===== config.mk =====
export PLATFORM = sky130hd
export DESIGN_NAME = rule_set_intersect
export DESIGN_NICKNAME = d
export VERILOG_FILES = /design/src/rtl/rule_set_intersect.sv
export SDC_FILE = /design/constraint.sdc
export NUM_CORES = 1
export LEC_CHECK = 0
export CORE_MARGIN = 10
export CORE_UTILIZATION = 51
export DETAILED_ROUTE_END_ITERATION = 8
export PLACE_DENSITY = 0.87
export RECOVER_POWER = 25
export SYNTH_ARGS = -nofsm -noshare
export SYNTH_HDL_FRONTEND = slang
export SYNTH_SLANG_ARGS = --single-unit

===== constraint.sdc =====
create_clock -name clk -period 4.11 [get_ports clk]
set_input_delay 1.233 -clock clk [delete_from_list [all_inputs] [get_ports clk]]
set_output_delay 1.233 -clock clk [all_outputs]
set_load 0.03 [all_outputs]

===== src/rtl/rule_set_intersect.sv =====
// rule_set_intersect: intersects a SIP and a DIP rule ID set by walking both
// ascending slot lists in lockstep, one merge step per cycle, and packs the
// common IDs into out_set in ascending order.
// Optional build macro RULE_SET_FORMAT_CHECK_EN: when defined, a sticky
// out_fmt_err flags input sets whose valid IDs are not strictly ascending.
// Set format (declared [0:31]): bits [0:7] are slot valid bits, bits
// [8+3k:10+3k] hold the ID of slot k, MSB first.
module rule_set_intersect (
  input  logic        clk,
  input  logic        reset,
  input  logic        in_valid,
  output logic        in_ready,
  input  logic [0:31] sip_set,
  input  logic [0:31] dip_set,
  output logic        out_valid,
  input  logic        out_ready,
  output logic [0:31] out_set,
  output logic        out_hit,
  output logic [2:0]  out_best_id,
  output logic        out_fmt_err
);

  typedef enum logic [1:0] {IDLE, MERGE, DONE} state_t;

  state_t      state;
  logic [0:31] sip_q, dip_q;
  logic [3:0]  i, j, k;

  logic [7:0]  sip_v, dip_v;
  logic [2:0]  sip_id [8];
  logic [2:0]  dip_id [8];
  logic        cur_sv, cur_dv;
  logic [2:0]  cur_sid, cur_did;
  logic [3:0]  i_nxt, j_nxt;
  logic        match;
  logic        merge_end;

  // Unpack the latched sets into per-slot valid bits and IDs.
  always_comb begin
    for (int s = 0; s < 8; s++) begin
      sip_v[s]  = sip_q[s];
      dip_v[s]  = dip_q[s];
      sip_id[s] = sip_q[8+3*s +: 3];
      dip_id[s] = dip_q[8+3*s +: 3];
    end
  end

  // One merge step: skip invalid slots, emit on equal IDs, else advance the smaller.
  always_comb begin
    // NOTE: every output of this block gets a default first, so no path can
    // leave a value unassigned and infer a latch.
    cur_sv  = sip_v[i[2:0]];
    cur_dv  = dip_v[j[2:0]];
    cur_sid = sip_id[i[2:0]];
    cur_did = dip_id[j[2:0]];
    i_nxt   = i;
    j_nxt   = j;
    match   = 1'b0;
    if (!cur_sv || !cur_dv) begin
      if (!cur_sv) i_nxt = i + 4'd1;
      if (!cur_dv) j_nxt = j + 4'd1;
    end else if (cur_sid == cur_did) begin
      match = 1'b1;
      i_nxt = i + 4'd1;
      j_nxt = j + 4'd1;
    end else if (cur_sid < cur_did) begin
      i_nxt = i + 4'd1;
    end else begin
      j_nxt = j + 4'd1;
    end
    merge_end = (i_nxt == 4'd8) || (j_nxt == 4'd8);
  end

`ifdef RULE_SET_FORMAT_CHECK_EN
  // True when the valid IDs of a set are not strictly ascending in slot order.
  function automatic logic order_bad(input logic [0:31] set);
    logic       seen;
    logic [2:0] last;
    logic [2:0] id;
    order_bad = 1'b0;
    seen      = 1'b0;
    last      = 3'd0;
    for (int s = 0; s < 8; s++) begin
      id = set[8+3*s +: 3];
      if (set[s]) begin
        if (seen && id <= last) order_bad = 1'b1;
        seen = 1'b1;
        last = id;
      end
    end
  endfunction
`else
  assign out_fmt_err = 1'b0;
`endif

  // Control FSM with registered handshake and result outputs.
  always_ff @(posedge clk) begin
    // NOTE: all state here uses non-blocking assignment so every register
    // samples pre-edge values regardless of statement order.
    if (reset) begin
      state       <= IDLE;
      in_ready    <= 1'b1;
      out_valid   <= 1'b0;
      out_set     <= '0;
      out_hit     <= 1'b0;
      out_best_id <= 3'd0;
      sip_q       <= '0;
      dip_q       <= '0;
      i           <= 4'd0;
      j           <= 4'd0;
      k           <= 4'd0;
`ifdef RULE_SET_FORMAT_CHECK_EN
      out_fmt_err <= 1'b0;
`endif
    end else begin
      case (state)
        IDLE: begin
          if (in_valid && in_ready) begin
            sip_q       <= sip_set;
            dip_q       <= dip_set;
            i           <= 4'd0;
            j           <= 4'd0;
            k           <= 4'd0;
            out_set     <= '0;
            out_hit     <= 1'b0;
            out_best_id <= 3'd0;
            in_ready    <= 1'b0;
            state       <= MERGE;
`ifdef RULE_SET_FORMAT_CHECK_EN
            if (order_bad(sip_set) || order_bad(dip_set)) out_fmt_err <= 1'b1;
`endif
          end
        end
        MERGE: begin
          i <= i_nxt;
          j <= j_nxt;
          if (match) begin
            for (int s = 0; s < 8; s++) begin
              if (k == 4'(s)) begin
                out_set[s]          <= 1'b1;
                out_set[8+3*s +: 3] <= cur_sid;
              end
            end
            k <= k + 4'd1;
            if (k == 4'd0) begin
              out_hit     <= 1'b1;
              out_best_id <= cur_sid;
            end
          end
          if (merge_end) begin
            state     <= DONE;
            out_valid <= 1'b1;
          end
        end
        DONE: begin
          if (out_ready) begin
            out_valid <= 1'b0;
            in_ready  <= 1'b1;
            state     <= IDLE;
          end
        end
        default: state <= IDLE;
      endcase
    end
  end

endmodule


==> out/summary.txt <==
outcome = complete, no violations
total number of vias = 4301
category of the most critical setup path = reg -> reg
maximum count of clock buffers along a single path = 2
setup repair after global routing missed its margin = no
HPWL after detailed placement = 9550 um
Synth top area share = 43.66%
count of state elements after synthesis = 112
global placement routability congestion = 0.8761
Clock Power Share = 29.1%
critical path arrival = 3.67 ns
cells traversed along the worst timing path = mux4_2, mux2_2, ha_1, a211oi_1, o31ai_1, mux2i_1, o211ai_1, a311oi_1
number of enable flip-flop cells after synthesis = 0
Hold WS = 0.4653 ns
share of cells above drive strength 1 = 7.822%
height of the chip = 120.3 um
cells taking the most area after synthesis = sky130_fd_sc_hd__dfxtp_1, sky130_fd_sc_hd__nand2_1, sky130_fd_sc_hd__mux4_2
total negative slack for setup checks = 0 ns
number of nets in the layout = 725
pin count of the biggest net entering global routing = 59
leakage power of the design = 2.375 nW
post-CTS setup repair buffer count = 0
Int Power = 0.001629 W
max-cap violation count = 0
filler-free cell count of the finished design = 785
clock-pin slew of the registers on the worst-case setup and hold paths = 0.11 ns
CP Capture Type = register
crit path max-delay cell type = sky130_fd_sc_hd__dfxtp_1
global-route wire length before repair = 21200 um
Req. time, crit path = 4.39 ns
average footprint of a synthesized cell = 8.977 um2
# DRC = 0
number of setup violations in the final report = 0
Critical Path Max Stage Delay = 0.68 ns
power per unit of standard cell area = 356.5 nW/um2
number of placement rows = 36
initial cell density of the core = 52.53%
part of the power in registers = 52.5%
number of gates given a new drive strength after cts = 0
Synth Net Count = 649
Cell variety after synth = 46
maximum fanout count along the critical path = 10
initial antenna violation count = 0
fin. max-slew vios = 0
Avg WL per Cell = 16.24 um
crit path launch type = register
Worst Skew = 0.01561 ns
highest-count cells in the layout ignoring fill and taps = sky130_fd_sc_hd__nand2_1, sky130_fd_sc_hd__dfxtp_1, sky130_fd_sc_hd__clkdlybuf4s50_1
fin crit share = 82.42%
most common cell after layout, fill and taps aside = sky130_fd_sc_hd__nand2_1
power share of the combinational group = 18.4%
Buffers on Ports = 105
CTS sink cnt = 112
I/O pin count = 107
number of nets with antenna violations after routing = 0
hold-fix buffers at CTS = 0
CTS tree = done
net switching power of the design = 0.0006470 W
Worst setup startpoint = i[0]$_SDFFE_PP0P_
clock buffers created by TritonCTS = 9
Pre-Repair DR Iteration Count = 5
Post-Syn Instances = 572
most used flip-flop cell after synthesis = sky130_fd_sc_hd__dfxtp_1
core outline area = 9774 um2
maximum level of the CTS H-tree = 3
startpoint of the lowest-slack hold path = out_set[5]$_SDFFE_PP0P_
biggest area consumer among synthesized cells = sky130_fd_sc_hd__dfxtp_1
GRT Residual Overflow = 0
f_max = 0.2952 GHz
placed insts = 770
aggregate routed wire length = 12750 um
worst r2r src = i[0]$_SDFFE_PP0P_
post-synthesis cell area = 5135 um2
clock insertion delay at the later pin of the skew report = 0.38 ns
Final Hold Fails = 0
share of flip-flops with an asynchronous set or reset = 0%
number of global-route vias before repair = 4377
overall fraction of global-route tracks in use = 17.54%
peak ir drop on the vdd network = 0.1601 mV
transition time of the tightest slew-check pin = 0.8121 ns
area growth from synthesis to final layout = 24.32%
violation count after the first detailed-route iteration = 280
sequential element share of the synthesized area = 43.66%
width of the chip = 120.3 um
Die ar. = 14480 um2
net switching fraction of the power = 28.43%
count of yosys warnings during synthesis = 0
min Tclk post-route = 3.387 ns
Hold Crit Class = reg -> reg
number of antenna cells inserted = 0
headroom to the max-slew limit = 45.86%
routed via count divided by cell count = 5.479
clock root buffer master = sky130_fd_sc_hd__clkbuf_8
## metal layers
metal  vias up  track usage, %  share of wire, %
li1       2107               -                 -
met1      2044           20.87                42
met2       125           30.67                50
met3        25           3.164               5.1
met4         0           6.938               2.1
met5         -               0                 0
## worst max-delay path: cells and delay by family (launching register included)
kind	cells	cell delay, ns
DFF	1	0.68
muxes	3	1.21
AOI/OAI and AO/OA	4	1.08
adders and majority gates	1	0.33
## flip-flops by register name, indices dropped and copies added, names as in the netlist
signal,cells
sip_q,32
in_ready,1
state,2
k,4
out_valid,1
out_hit,1
dip_q,32
j,4
i,4
out_set,31
## final timing paths
path,slack [ns],depth (start not counted),endpoint
min reg2reg,0.47,2,out_set[5]$_SDFFE_PP0P_
max reg2reg,0.72,8,out_valid$_SDFFE_PP0P_
min,0.47,2,out_set[5]$_SDFFE_PP0P_
max,0.72,8,out_valid$_SDFFE_PP0P_
## synth_stat cells, drive strengths merged (9+ instances only)
master  count
nand2     145
dfxtp     112
a21oi      70
mux2i      34
nand2b     31
clkbuf     30
mux4       20
buf        16
nor2       16
inv        11
a211oi      9
ha          9
## power by group through the flow
| stage | logic, W | clock network (W) | registers, W |
|---|---|---|---|
| after floorplan | 0.000273 | 0 | 0.00121 |
| after global placement | 0.000403 | 0 | 0.00122 |
| after detailed placement | 0.000417 | 0 | 0.00122 |
| after CTS | 0.000421 | 0.000668 | 0.00119 |
| after global routing | 0.000458 | 0.000708 | 0.00121 |
| final | 0.000418 | 0.000663 | 0.00119 |
## kinds of logic (layout without fill, tap and decap cells)
family,count (synthesis),count (layout),synth area share [%]
buffers and inverters,57,137,4.873
multiplexers,59,59,16.50
adder cells (fa/ha/maj),9,9,2.193
flip-flops,112,112,43.66
other,1,1,0.07303
XOR/XNOR,4,4,0.6824
AND/OR/NAND/NOR,215,215,18.35
AO/OA/AOI/OAI,115,115,13.67
## through the flow
step | power (W) | util [%] | cell area, um2 | worst slack, ns
floorplan | 0.001486 | - | 5135 | 0.6347
global placement | 0.001619 | 63.35 | 6192 | 0.8310
global route | 0.002372 | 65.31 | 6384 | 0.4501
finish | 0.002276 | 65.31 | 6384 | 0.7227
detailed placement | 0.001637 | 63.35 | 6192 | 0.7337
CTS | 0.002284 | 65.32 | 6385 | 0.7116
## cell type report
| class | count | area [um2] |
|---|---|---|
| clock buffers | 10 | 127.6 |
| clock inverters | 5 | 65.06 |
| fillers | 820 | 3391 |
| inverters | 11 | 41.29 |
| multi-input cells | 403 | 2648 |
| flip-flops and latches | 112 | 2242 |
| well taps | 133 | 166.4 |
| repair buffers | 111 | 1094 |
Power figures use the tool's default switching activity.
